==> src/rtl/sce_pcr_pkg.sv <==
// SCE power/clock/reset controller shared types and default timing constants.
// State encoding is visible on PSTATE, so it is fixed here.
package sce_pcr_pkg;

    localparam int PSTATE_W            = 3;
    localparam int RST_HOLD_CYC_DEF    = 16;
    localparam int CLK_SETTLE_CYC_DEF  = 4;

    typedef enum logic [PSTATE_W-1:0] {
        ST_RST_HOLD = 3'd0,
        ST_RUN      = 3'd1,
        ST_DRAIN    = 3'd2,
        ST_GATE     = 3'd3,
        ST_UNGATE   = 3'd4
    } pcr_state_e;

endpackage

==> src/rtl/sce_pcr_dly_cnt.sv <==
// Shared delay counter: counts while enabled, holds at the terminal value.
// Latency: tc reflects the registered count combinationally; no backpressure.
module sce_pcr_dly_cnt #(
    parameter int CNT_W = 8
) (
    input  logic             clk,
    input  logic             rstn,
    input  logic             clr,
    input  logic             en,
    input  logic [CNT_W-1:0] tc_val,
    output logic             tc
);

    logic [CNT_W-1:0] cnt;

    assign tc = (cnt == tc_val);

    always_ff @(posedge clk) begin
        if (!rstn) begin
            cnt <= '0;
        end else if (clr) begin
            cnt <= '0;
        end else if (en && !tc) begin
            cnt <= cnt + 1'b1;
        end
    end

endmodule

==> src/rtl/sce_pcr_ctrl.sv <==
// SCE power/clock/reset sequencer: reset hold, run, sleep drain, clock gate, wake.
// Moore outputs, one edge from input to output; no backpressure (req/ack sleep handshake).
// Drain watchdog and SLP_ERR are built only when SCE_PCR_WDT_EN is defined.
module sce_pcr_ctrl
    import sce_pcr_pkg::*;
#(
    parameter int RST_HOLD_CYC   = RST_HOLD_CYC_DEF,
    parameter int CLK_SETTLE_CYC = CLK_SETTLE_CYC_DEF,
    parameter int SLP_TMO_CYC    = 64,
    parameter int CNT_W          = 8
) (
    input  logic                CLK,
    input  logic                RSTN,
    input  logic                SRST_REQ,
    input  logic                SLP_REQ,
    input  logic                IDLE,
    input  logic                WAKE,
    output logic                SLP_ACK,
    output logic                SLP_ERR,
    output logic                CLK_EN,
    output logic                RSTN_O,
    output logic [PSTATE_W-1:0] PSTATE,
    output logic                BUSY
);

    localparam logic [CNT_W-1:0] HOLD_TC   = CNT_W'(RST_HOLD_CYC - 1);
    localparam logic [CNT_W-1:0] SETTLE_TC = CNT_W'(CLK_SETTLE_CYC - 1);
    localparam logic [CNT_W-1:0] TMO_TC    = CNT_W'(SLP_TMO_CYC - 1);

    pcr_state_e       state;
    pcr_state_e       state_nxt;
    logic             cnt_clr;
    logic             cnt_en;
    logic             cnt_tc;
    logic [CNT_W-1:0] cnt_tc_val;
    logic             wdt_fire;

    sce_pcr_dly_cnt #(
        .CNT_W (CNT_W)
    ) u_dly_cnt (
        .clk    (CLK),
        .rstn   (RSTN),
        .clr    (cnt_clr),
        .en     (cnt_en),
        .tc_val (cnt_tc_val),
        .tc     (cnt_tc)
    );

    always_ff @(posedge CLK) begin
        if (!RSTN) begin
            state <= ST_RST_HOLD;
        end else begin
            state <= state_nxt;
        end
    end

    always_comb begin
        state_nxt  = state;
        wdt_fire   = 1'b0;
        cnt_en     = 1'b0;
        cnt_tc_val = HOLD_TC;
        case (state)
            ST_RST_HOLD: begin
                cnt_en = 1'b1;
                if (!SRST_REQ && cnt_tc) begin
                    state_nxt = ST_RUN;
                end
            end
            ST_RUN: begin
                if (SRST_REQ) begin
                    state_nxt = ST_RST_HOLD;
                end else if (SLP_REQ) begin
                    state_nxt = ST_DRAIN;
                end
            end
            ST_DRAIN: begin
                cnt_tc_val = TMO_TC;
`ifdef SCE_PCR_WDT_EN
                cnt_en = 1'b1;
`endif
                if (SRST_REQ) begin
                    state_nxt = ST_RST_HOLD;
                end else if (!SLP_REQ) begin
                    state_nxt = ST_RUN;
                end else if (IDLE) begin
                    state_nxt = ST_GATE;
`ifdef SCE_PCR_WDT_EN
                end else if (cnt_tc) begin
                    state_nxt = ST_RUN;
                    wdt_fire  = 1'b1;
`endif
                end
            end
            ST_GATE: begin
                if (SRST_REQ) begin
                    state_nxt = ST_RST_HOLD;
                end else if (WAKE || !SLP_REQ) begin
                    state_nxt = ST_UNGATE;
                end
            end
            ST_UNGATE: begin
                cnt_tc_val = SETTLE_TC;
                cnt_en     = 1'b1;
                if (SRST_REQ) begin
                    state_nxt = ST_RST_HOLD;
                end else if (cnt_tc) begin
                    state_nxt = ST_RUN;
                end
            end
            default: begin
                state_nxt = ST_RST_HOLD;
            end
        endcase
    end

    // A soft reset inside RST_HOLD does not change state but must restart the hold.
    assign cnt_clr = (state_nxt != state) || ((state == ST_RST_HOLD) && SRST_REQ);

`ifdef SCE_PCR_WDT_EN
    always_ff @(posedge CLK) begin
        if (!RSTN) begin
            SLP_ERR <= 1'b0;
        end else begin
            SLP_ERR <= wdt_fire;
        end
    end
`else
    assign SLP_ERR = 1'b0;
`endif

    always_comb begin
        CLK_EN  = 1'b1;
        SLP_ACK = 1'b0;
        RSTN_O  = 1'b0;
        BUSY    = 1'b1;
        PSTATE  = state;
        case (state)
            ST_RUN: begin
                RSTN_O = 1'b1;
                BUSY   = 1'b0;
            end
            ST_DRAIN, ST_UNGATE: begin
                RSTN_O = 1'b1;
            end
            ST_GATE: begin
                RSTN_O  = 1'b1;
                CLK_EN  = 1'b0;
                SLP_ACK = 1'b1;
            end
            default: begin
                RSTN_O = 1'b0;
            end
        endcase
    end

endmodule

==> config.mk <==
export PLATFORM = sky130hd
export DESIGN_NAME = sce_pcr_ctrl
export DESIGN_NICKNAME = d
export VERILOG_FILES = /design/src/rtl/sce_pcr_pkg.sv /design/src/rtl/sce_pcr_dly_cnt.sv /design/src/rtl/sce_pcr_ctrl.sv
export SDC_FILE = /design/constraint.sdc
export NUM_CORES = 1
export LEC_CHECK = 0
export CORE_MARGIN = 4
export CORE_UTILIZATION = 45
export DETAILED_ROUTE_END_ITERATION = 8
export PLACE_DENSITY = 0.69
export SYNTH_ARGS = -nofsm -noshare
export SYNTH_HDL_FRONTEND = slang
export SYNTH_SLANG_ARGS = --single-unit
==> constraint.sdc <==
create_clock -name CLK -period 2.1 [get_ports CLK]
set_input_delay 0.21 -clock CLK [delete_from_list [all_inputs] [get_ports CLK]]
set_output_delay 0.21 -clock CLK [all_outputs]
set_load 0.01 [all_outputs]
==> results_tabular.tex, run 1 <==
\begin{tabular}{lr}
\hline
Metric & Value \\
\hline
\multicolumn{2}{l}{\textbf{Synth}} \\
Nets in the synthesized netlist & 105 \\
Number of synthesized flops with an enable pin & 0 \\
Number of distinct library cells after synthesis & 44 \\
Total number of yosys warnings & 0 \\
Async SR Flop Fraction & 0 \\
Ranking of synthesized cells by area & dfxtp\_1 (25\%), nor3\_2 (8.1\%), xnor2\_1 (4.0\%), nor2\_1 (3.9\%), nand2\_1 (3.5\%) \\
Area leader, netlist & dfxtp\_1 \\
Post-synthesis sequential area ratio & 0.254 \\
FF+latch count, synth & 11 \\
Top cell type's share of synthesized area & 0.254 \\
Syn Std Cell Area & 867 um\^{}2 \\
Gate count after technology mapping & 98 \\
Average size of a mapped cell & 8.85 um\^{}2 \\
Most instantiated flip-flop cell in the synthesis netlist & dfxtp\_1 \\
\multicolumn{2}{l}{\textbf{Layout}} \\
Most common library cell in the layout ignoring fill and taps & clkdlybuf4s50\_1 \\
Inserted Diodes & 0 \\
Number of nets in the layout & 123 \\
Top library cells by usage in the layout, fill and taps aside & clkdlybuf4s50\_1 (12), dfxtp\_1 (11), nor2\_1 (8), nand2\_1 (8), nor3\_2 (7) \\
Utilization after layout & 0.594 \\
Area grow syn2layout & 22.2\% \\
Filler Cells Inserted & 157 \\
Proportion of layout cells with a drive suffix above 1 & 0.209 \\
Final instance count without filler cells & 140 \\
\multicolumn{2}{l}{\textbf{Worst hold path}} \\
Hold WC Path Type & flop to flop \\
Launch instance of the worst min-delay path & u\_dly\_cnt.cnt[4] \\
Hold Path Stages & 2 \\
Hold path endpoint & u\_dly\_cnt.cnt[4] \\
\multicolumn{2}{l}{\textbf{Outcome}} \\
Status & completed \\
\multicolumn{2}{l}{\textbf{GRT}} \\
Wire length of the first global-routing pass & 3.04 mm \\
Number of global-route vias before repair & 703 \\
Largest net degree at the start of global routing & 16 \\
Met3 Track Usage GR & 0.0372 \\
Grt met2 use & 0.228 \\
Initial antenna violation count & 0 \\
Total Routing Usage GR & 0.148 \\
GRT busiest layer & met2 \\
Remaining global-route overflow & 0 \\
Global routing met1 resource utilization & 0.199 \\
\multicolumn{2}{l}{\textbf{CTS}} \\
Worst-path clk slew & 70 ps \\
Source-to-sink clock delay at the later pin of the worst-skew pair & 270 ps \\
Number of buffers added to fix hold violations after cts & 0 \\
\# H-tree levels & 1 \\
CTS tree & yes \\
Maximum root-to-sink buffer count & 2 \\
Total clock sinks & 11 \\
Total CTS buffers & 3 \\
Cell at the root of the clock tree & clkbuf\_4 \\
\multicolumn{2}{l}{\textbf{Place}} \\
Detailed-placement wirelength estimate & 1.38 mm \\
Weighted congestion at the end of routability-driven global placement & 0.768 \\
Number of buffer cells added on primary ports & 12 \\
Placed Cells & 136 \\
\multicolumn{2}{l}{\textbf{Pwr}} \\
Max VDD drop & 0.000316 V \\
Static leakage & 0.335 nW \\
Cell area power density & 369 nW/um\^{}2 \\
\multicolumn{2}{l}{\textbf{Floorplan}} \\
Ports & 14 \\
Die width & 51.9 um \\
Site Rows & 15 \\
Core ar. & 1780 um\^{}2 \\
Initial cell density of the core & 0.486 \\
Die Area & 2690 um\^{}2 \\
Vert. Die Dim & 51.9 um \\
\multicolumn{2}{l}{\textbf{Routing}} \\
Vias after detailed routing & 773 \\
Routed wire per std cell & 12.7 um \\
First-iteration detailed-routing DRC count & 16 \\
Total detailed-routing wirelength & 1.78 mm \\
Remaining antenna violation count & 0 \\
TritonRoute pass-1 iters & 4 \\
DRC violations left & 0 \\
Number of vias per cell after detailed routing & 5.52 \\
\multicolumn{2}{l}{\textbf{STA}} \\
Tmin final & 1930 ps \\
Unrepaired setup endpoints after global routing & false \\
Aggregate negative setup slack & 0 ps \\
Crit share post-route & 0.919 \\
Fin Clk Skew & 4.44 ps \\
Final hold violation count & 0 \\
Setup violations, final & 0 \\
Upper clock frequency limit & 0.518 GHz \\
Least-Margin Pin Slew & 539 ps \\
Max-slew headroom & 0.641 \\
Max Transition Viols Final & 0 \\
\multicolumn{2}{l}{\textbf{Job}} \\
Number of max-cap violations & 0 \\
\multicolumn{2}{l}{\textbf{Worst setup path}} \\
Cell depth of the worst flop-to-flop path & 5 \\
Slack of the worst reg-to-reg path & 260 ps \\
Critical Path AT & 1720 ps \\
Critical path endpoint category & output pin \\
Kind of start point of the critical path & flop \\
Reg-to-reg startpoint & PSTATE[2] \\
Worst path required time & 1890 ps \\
Worst Path Class, Setup & flop to output pin \\
Critical R2R Capture & u\_dly\_cnt.cnt[6] \\
Crit path max fanout & 10 \\
\hline
\end{tabular}
cell usage after synthesis (3+ instances only):
cell,count
inv_1,6
xnor2_1,4
nor2_1,9
and2_1,3
nor3_1,4
dfxtp_1,11
nand2_1,8
nor3_2,7
critical path, cell delays in order, from the launching register on:
cell             delay (ps)
dfxtp_1                 390
buf_4                   180
inv_1                    60
nor3_1                  230
clkdlybuf4s50_1         580
worst max-delay path by stage:
stage | startpoint | to | slack (ps) | cells after the start
2_1_floorplan | PSTATE[1] | u_dly_cnt.cnt[0] | 350 | 5
3_5_place_dp | SLP_REQ | u_dly_cnt.cnt[4] | 150 | 6
6_report | PSTATE[0] | SLP_ACK | 170 | 4
5_1_grt | PSTATE[1] | CLK_EN | 10 | 5
4_1_cts | PSTATE[1] | RSTN_O | 40 | 4
3_3_place_gp | SRST_REQ | u_dly_cnt.cnt[0] | 190 | 6
through the flow:
stage | setup slack (ps) | total power, mW | cell area (um^2) | hold WS, ps
finish | 170 | 0.391 | 1060 | 525
global route | 9.58 | 0.406 | 1060 | 561
CTS | 40.4 | 0.395 | 1060 | 533
detailed placement | 147 | 0.249 | 1030 | 522
global placement | 192 | 0.249 | 1030 | 512
floorplan | 349 | 0.234 | 867 | 326
repair_timing:
| action | CTS | global route |
|---|---|---|
| buffers inserted | 0 | 0 |
| gates resized for setup | 0 | 1 |
| endpoints found under the setup margin | 0 | 1 |
sequential cells by signal, summed over array words and instances, names as in the netlist:
register       flops
u_dly_cnt.cnt      8
PSTATE             3
area by class of cell:
class	count	area, um^2	share of cell area
repair buffers	17	158	0.149
clock buffers	4	26.3	0.0248
well taps	25	31.3	0.0295
inverters	6	22.5	0.0213
multi-input cells	77	602	0.568
flip-flops and latches	11	220	0.208
layer usage:
metal  share of wire  routed length (um)
met3           0.048                  86
met1            0.48                 854
met4           0.011                  19
met5               0                   0
met2            0.46                 815
cell families after synthesis:
group	after synthesis	synth area share
adders and majority gates	1	0.0144
xor gates and xnor gates	5	0.0505
buffers and inverters	10	0.0548
muxes	3	0.0361
other	1	0.00432
AOI/OAI and AO/OA	24	0.271
DFF	11	0.254
and+or+nand+nor	43	0.315
report_power, final:
part	switching (mW)	internal [mW]	leakage [nW]
logic	0.0183	0.0143	0.231
registers	0.00163	0.210	0.0889
clock network	0.0731	0.0736	0.0150
total	0.0930	0.298	0.335
Note: power is estimated with default switching activity, not from simulation.
==> inputs of run 2 (changes only) <==
==> constraint.sdc (replaced) <==
create_clock -name CLK -period 2.3 [get_ports CLK]
set_input_delay 0.23 -clock CLK [delete_from_list [all_inputs] [get_ports CLK]]
set_output_delay 0.23 -clock CLK [all_outputs]
set_load 0.01 [all_outputs]
==> run 2 against run 1 <==
  * Cell area down 0.94%
  * Sequential share of layout area grew 0.20 points
  * Power decreased by 8.4%
  * Clock skew is 2.8 ps lower
  * Largest power group unchanged
  * Highest routed layer is now met3
==> results_tabular.tex, run 2 (same netlist as run 1, synthesis figures left out) <==
\begin{tabular}{lr}
\hline
Metric & Value \\
\hline
\multicolumn{2}{l}{\textbf{Worst setup path}} \\
Combined buffer and inverter count along the critical path & 2 (-1) \\
Kind of start point of the critical path & flop \\
Worst Path Class, Setup & flop to output pin \\
Critical Path AT & 1840 ps (+120 ps) \\
Slack of the worst reg-to-reg path & 380 ps (+120 ps) \\
Critical-path cell with the highest stage delay & clkdlybuf4s50\_1 \\
Worst path required time & 2070 ps (+180 ps) \\
Critical path endpoint category & output pin \\
Delay of the slowest cell on the worst path & 550 ps (-30 ps) \\
Crit path max fanout & 15 (+5) \\
Dominant delay contributor by cell family on the critical path & buffers and inverters \\
Cells along the critical path & buf\_4, nor2\_1, xnor2\_1, clkdlybuf4s50\_1 \\
\multicolumn{2}{l}{\textbf{Routing}} \\
DRC violations left & 0 (unchanged) \\
First-iteration detailed-routing DRC count & 12 (-4) \\
Number of vias per cell after detailed routing & 5.51 (-0.19\%) \\
Total detailed-routing wirelength & 1.78 mm (+0.45\%) \\
Remaining antenna violation count & 0 (unchanged) \\
Routed wire per std cell & 12.8 um (+1.2\%) \\
TritonRoute pass-1 iters & 4 (unchanged) \\
Vias after detailed routing & 766 (-0.91\%) \\
\multicolumn{2}{l}{\textbf{STA}} \\
Fin Clk Skew & 1.62 ps (-2.83 ps) \\
Setup violations, final & 0 (unchanged) \\
Fin Hold WS & 531 ps (+5.89 ps) \\
Unrepaired setup endpoints after global routing & false \\
Upper clock frequency limit & 0.483 GHz \\
Max Transition Viols Final & 0 (unchanged) \\
Tmin final & 2070 ps \\
Aggregate negative setup slack & 0 ps (unchanged) \\
Crit share post-route & 0.899 \\
Final hold violation count & 0 (unchanged) \\
\multicolumn{2}{l}{\textbf{Layout}} \\
Flip-flop count of the largest register, all copies and words added & 8 (unchanged) \\
Top library cells by usage in the layout, fill and taps aside & clkdlybuf4s50\_1 (12), dfxtp\_1 (11), nor2\_1 (9), nand2\_1 (8), nor3\_2 (7) \\
Area grow syn2layout & 21.1\% \\
Number of nets in the layout & 122 (-0.81\%) \\
Inserted Diodes & 0 (unchanged) \\
Top reg by flops & u\_dly\_cnt.cnt \\
Most common library cell in the layout ignoring fill and taps & clkdlybuf4s50\_1 \\
Filler Cells Inserted & 166 (+5.7\%) \\
Proportion of layout cells with a drive suffix above 1 & 0.193 (-0.0157) \\
Utilization after layout & 0.589 (-0.00561) \\
\multicolumn{2}{l}{\textbf{Place}} \\
Weighted congestion at the end of routability-driven global placement & 0.790 (+2.9\%) \\
Detailed-placement wirelength estimate & 1.35 mm (-2.1\%) \\
Number of buffer cells added on primary ports & 12 (unchanged) \\
\multicolumn{2}{l}{\textbf{CTS}} \\
Worst-path clk slew & 70 ps (about the same) \\
Maximum root-to-sink buffer count & 2 (unchanged) \\
Number of resized instances in the post-cts repair step & 0 (unchanged) \\
Post-CTS Repair Setup Buffers & 0 (unchanged) \\
CTS tree & yes \\
Cell at the root of the clock tree & clkbuf\_4 \\
Total CTS buffers & 3 (unchanged) \\
\# H-tree levels & 1 (unchanged) \\
Total clock sinks & 11 (unchanged) \\
Source-to-sink clock delay at the later pin of the worst-skew pair & 270 ps (about the same) \\
Number of buffers added to fix hold violations after cts & 0 (unchanged) \\
\multicolumn{2}{l}{\textbf{GRT}} \\
Number of global-route vias before repair & 728 (+3.6\%) \\
Remaining global-route overflow & 0 (unchanged) \\
Wire length of the first global-routing pass & 3.26 mm (+7.0\%) \\
Initial antenna violation count & 0 (unchanged) \\
Largest net degree at the start of global routing & 16 (unchanged) \\
Total Routing Usage GR & 0.155 (+0.00632) \\
\multicolumn{2}{l}{\textbf{Pwr}} \\
Switching power as a share of total power & 0.238 (about the same) \\
Cell area power density & 342 nW/um\^{}2 (-7.5\%) \\
Power share of the sequential group & 0.540 (-0.002) \\
Static leakage & 0.328 nW (-2.2\%) \\
Internal power consumption & 0.273 mW (-8.4\%) \\
Logic pwr share & 0.086 (+0.002) \\
Psw & 0.0853 mW (-8.3\%) \\
Fraction of power consumed by the clock network & 0.374 (about the same) \\
Max VDD drop & 0.000347 V (+9.6\%) \\
\multicolumn{2}{l}{\textbf{Job}} \\
Number of max-cap violations & 0 (unchanged) \\
\multicolumn{2}{l}{\textbf{Worst hold path}} \\
Hold WC Path Type & flop to flop \\
\multicolumn{2}{l}{\textbf{Floorplan}} \\
Ports & 14 (unchanged) \\
Die Area & 2690 um\^{}2 (unchanged) \\
Vert. Die Dim & 51.9 um (unchanged) \\
Core ar. & 1780 um\^{}2 (unchanged) \\
Die width & 51.9 um (unchanged) \\
Initial cell density of the core & 0.486 (unchanged) \\
Site Rows & 15 (unchanged) \\
\multicolumn{2}{l}{\textbf{Outcome}} \\
Status & completed \\
\hline
\end{tabular}
==> run 2: changes by cell type in the layout (fill, tap and decap cells not counted), sizes merged <==
cell / change
buf: -1
==> run 2: worst register-to-register path, cell delays in order, from the launching register on <==
cell	delay, ps
dfxtp_1	410
nor3b_2	310
mux2i_1	420
nand4_4	150
a32oi_4	430
nor3_2	90
==> run 2: final timing paths <==
path / start / to / depth (start not counted)
worst max-delay path: PSTATE[1] / RSTN_O / 4
worst min-delay path: u_dly_cnt.cnt[4] / u_dly_cnt.cnt[4] / 2
worst max register to register: PSTATE[0] / u_dly_cnt.cnt[5] / 5
worst min register to register: u_dly_cnt.cnt[4] / u_dly_cnt.cnt[4] / 2
==> run 2: cell type report <==
cell class | instances | area (um^2) | area share
repair buffers | 16 | 150 | 0.143
flip-flops and latches | 11 | 220 | 0.210
well taps | 25 | 31.3 | 0.0298
clock buffers | 4 | 26.3 | 0.0250
inverters | 6 | 22.5 | 0.0215
multi-input cells | 77 | 599 | 0.571
==> run 2: metal layers <==
layer  track usage  wire [um]
met1         0.219        876
met2         0.238        802
met3        0.0372        105
met4        0.0262          0
met5             0          0
==> run 2: per-stage QoR <==
stage | cell area, um^2 | cells | total power, mW | setup WS [ps]
5_1_grt | 1050 | 139 | 0.380 | 116
3_5_place_dp | 1020 | 135 | 0.228 | 341
2_1_floorplan | 867 | 98 | 0.214 | 549
3_3_place_gp | 1020 | 135 | 0.228 | 387
6_report | 1050 | 139 | 0.359 | 231
4_1_cts | 1050 | 139 | 0.361 | 225
==> run 2: power by group through the flow <==
stage	Combinational [mW]	Clock [mW]	Sequential, mW
floorplan	0.0160	0	0.198
global placement	0.0301	0	0.198
detailed placement	0.0301	0	0.198
CTS	0.0307	0.137	0.194
global route	0.0339	0.152	0.194
finish	0.0308	0.134	0.194
==> inputs of run 3 (changes only) <==
--- a/config.mk
+++ b/config.mk
@@ -6,9 +6,8 @@
 export NUM_CORES = 1
 export LEC_CHECK = 0
 export CORE_MARGIN = 4
-export CORE_UTILIZATION = 45
+export CORE_UTILIZATION = 29
 export DETAILED_ROUTE_END_ITERATION = 8
-export PLACE_DENSITY = 0.69
 export SYNTH_ARGS = -nofsm -noshare
 export SYNTH_HDL_FRONTEND = slang
 export SYNTH_SLANG_ARGS = --single-unit
==> run 3 against run 2 <==
  * Critical path depth unchanged
  * Routed wire length up 12%
  * Cell area up 0.83%
  * First-iteration DRC count rose to 4.6 times the previous value
  * Setup slack better by 9.3 ps
  * Via count up 3.9%
  * Worst hold slack worse by 12 ps
  * Sequential power about the same
  * Largest cell class unchanged
==> results_tabular.tex, run 3 (same netlist as run 1, synthesis figures left out) <==
\begin{tabular}{lr}
\hline
Metric & Value \\
\hline
\multicolumn{2}{l}{\textbf{Outcome}} \\
Status & completed \\
\multicolumn{2}{l}{\textbf{Pwr}} \\
Logic pwr share & 0.086 (about the same) \\
Internal power consumption & 0.271 mW (-0.98\%) \\
Static leakage & 0.330 nW (+0.83\%) \\
Max VDD drop & 0.000230 V (-34\%) \\
Fraction of power consumed by the clock network & 0.380 (+0.006) \\
Switching power as a share of total power & 0.254 (+0.0156) \\
Psw & 0.0919 mW (+7.7\%) \\
Post-route total power & 0.362 mW (+1.1\%) \\
Cell area power density & 342 nW/um\^{}2 (+0.25\%) \\
Power share of the sequential group & 0.534 (-0.006) \\
\multicolumn{2}{l}{\textbf{Routing}} \\
First-iteration detailed-routing DRC count & 55 (+43) \\
Number of vias per cell after detailed routing & 5.49 (-0.38\%) \\
DRC violations left & 0 (unchanged) \\
Remaining antenna violation count & 0 (unchanged) \\
Vias after detailed routing & 796 (+3.9\%) \\
TritonRoute pass-1 iters & 4 (unchanged) \\
Total detailed-routing wirelength & 1.99 mm (+12\%) \\
Routed wire per std cell & 13.7 um (+6.9\%) \\
\multicolumn{2}{l}{\textbf{STA}} \\
Aggregate negative setup slack & 0 ps (unchanged) \\
Upper clock frequency limit & 0.486 GHz (+0.45\%) \\
Max Transition Viols Final & 0 (unchanged) \\
Tmin final & 2060 ps (-9.34 ps) \\
Unrepaired setup endpoints after global routing & false \\
Crit share post-route & 0.895 (-0.00406) \\
Setup violations, final & 0 (unchanged) \\
Final hold violation count & 0 (unchanged) \\
Fin Hold WS & 519 ps (-11.6 ps) \\
Fin Clk Skew & 3.41 ps (+1.79 ps) \\
\multicolumn{2}{l}{\textbf{CTS}} \\
Maximum root-to-sink buffer count & 2 (unchanged) \\
Source-to-sink clock delay at the later pin of the worst-skew pair & 270 ps (about the same) \\
CTS tree & yes \\
Number of buffers added to fix hold violations after cts & 0 (unchanged) \\
\# H-tree levels & 1 (unchanged) \\
Cell at the root of the clock tree & clkbuf\_4 \\
Worst-path clk slew & 80 ps (about the same) \\
Total CTS buffers & 3 (unchanged) \\
Total clock sinks & 11 (unchanged) \\
Number of resized instances in the post-cts repair step & 0 (unchanged) \\
Post-CTS Repair Setup Buffers & 0 (unchanged) \\
\multicolumn{2}{l}{\textbf{GRT}} \\
Wire length of the first global-routing pass & 3.50 mm (+7.4\%) \\
Total Routing Usage GR & 0.109 (-0.0451) \\
Number of global-route vias before repair & 728 (unchanged) \\
Initial antenna violation count & 0 (unchanged) \\
Remaining global-route overflow & 0 (unchanged) \\
Largest net degree at the start of global routing & 16 (unchanged) \\
\multicolumn{2}{l}{\textbf{Layout}} \\
Flip-flop count of the largest register, all copies and words added & 8 (unchanged) \\
Area of the multi-input gates & 599 um\^{}2 (unchanged) \\
Final Cell Area & 1060 um\^{}2 (+0.83\%) \\
Flip-flop and latch area & 220 um\^{}2 (unchanged) \\
Top library cells by usage in the layout, fill and taps aside & clkdlybuf4s50\_1 (12), dfxtp\_1 (11), nor2\_1 (9), nand2\_1 (8), nor3\_2 (7) \\
Inserted Diodes & 0 (unchanged) \\
Number of nets in the layout & 122 (unchanged) \\
Most common library cell in the layout ignoring fill and taps & clkdlybuf4s50\_1 \\
Top reg by flops & u\_dly\_cnt.cnt \\
Proportion of layout cells with a drive suffix above 1 & 0.202 (+0.00877) \\
Final instance count without filler cells & 145 (+4.3\%) \\
Area grow syn2layout & 22.1\% \\
Filler Cells Inserted & 292 (+76\%) \\
\multicolumn{2}{l}{\textbf{Floorplan}} \\
Die Area & 3930 um\^{}2 (+46\%) \\
Initial cell density of the core & 0.309 (-0.177) \\
Die width & 62.7 um (+21\%) \\
Site Rows & 19 (+4) \\
Ports & 14 (unchanged) \\
Core ar. & 2810 um\^{}2 (+57\%) \\
Vert. Die Dim & 62.7 um (+21\%) \\
\multicolumn{2}{l}{\textbf{Worst setup path}} \\
Worst path required time & 2070 ps (about the same) \\
Crit path max fanout & 15 (unchanged) \\
Dominant delay contributor by cell family on the critical path & buffers and inverters \\
Delay of the slowest cell on the worst path & 550 ps (about the same) \\
Kind of start point of the critical path & flop \\
Worst Path Class, Setup & flop to output pin \\
Critical-path cell with the highest stage delay & clkdlybuf4s50\_1 \\
Cells along the critical path & buf\_4, nor2\_1, xnor2\_1, clkdlybuf4s50\_1 \\
Critical Path AT & 1830 ps (about the same) \\
Combined buffer and inverter count along the critical path & 2 (unchanged) \\
Critical path endpoint category & output pin \\
\multicolumn{2}{l}{\textbf{Worst hold path}} \\
Hold WC Path Type & flop to flop \\
\multicolumn{2}{l}{\textbf{Place}} \\
Detailed-placement wirelength estimate & 1.57 mm (+16\%) \\
Placed Cells & 141 (+4.4\%) \\
Area after detailed placement & 1030 um\^{}2 (+0.73\%) \\
Number of buffer cells added on primary ports & 12 (unchanged) \\
Weighted congestion at the end of routability-driven global placement & 0.845 (+6.9\%) \\
\multicolumn{2}{l}{\textbf{Job}} \\
Number of max-cap violations & 0 (unchanged) \\
\hline
\end{tabular}
## run 3: tightest hold or removal path: cells and delay by family, from the launching register on
family             cells  cell delay [ps]
AOI/OAI and AO/OA      1               50
DFF                    1              340
and+or+nand+nor        1               80
## run 3: layout make-up
| type | count | share of cell area |
|---|---|---|
| Inverter | 6 | 0.0213 |
| Tap cell | 31 | 0.0366 |
| Sequential cell | 11 | 0.208 |
| Multi-Input combinational cell | 77 | 0.566 |
| Clock inverter | 1 | 0.00473 |
| Timing Repair Buffer | 16 | 0.142 |
| Clock buffer | 3 | 0.0213 |
## run 3: metrics by stage
stage / utilization / worst slack [ps]
2_1_floorplan: - / 549
3_3_place_gp: 0.368 / 349
3_5_place_dp: 0.368 / 347
4_1_cts: 0.377 / 234
5_1_grt: 0.377 / 131
6_report: 0.377 / 241
## run 3: power by group through the flow
| stage | clock network (mW) | logic, mW | registers (mW) |
|---|---|---|---|
| finish | 0.138 | 0.0313 | 0.193 |
| detailed placement | 0 | 0.0309 | 0.198 |
| CTS | 0.142 | 0.0313 | 0.194 |
| global placement | 0 | 0.0307 | 0.198 |
| global route | 0.153 | 0.0338 | 0.194 |
| floorplan | 0 | 0.0160 | 0.198 |
## run 3: path summary, 6_finish.rpt
check | from | end | slack [ps] | cells past startpoint
setup reg to reg | PSTATE[0] | u_dly_cnt.cnt[7] | 370 | 5
hold reg to reg | u_dly_cnt.cnt[4] | u_dly_cnt.cnt[4] | 520 | 2
setup / recovery | PSTATE[1] | RSTN_O | 240 | 4
hold / removal | u_dly_cnt.cnt[4] | u_dly_cnt.cnt[4] | 520 | 2
## run 3: layer usage
layer  GRT usage  wire (um)  up-vias
met5           0          0        -
met4      0.0248          0        0
met3      0.0414         83        0
met2       0.170        924       18
met1       0.143        980      381
li1            -          -      397
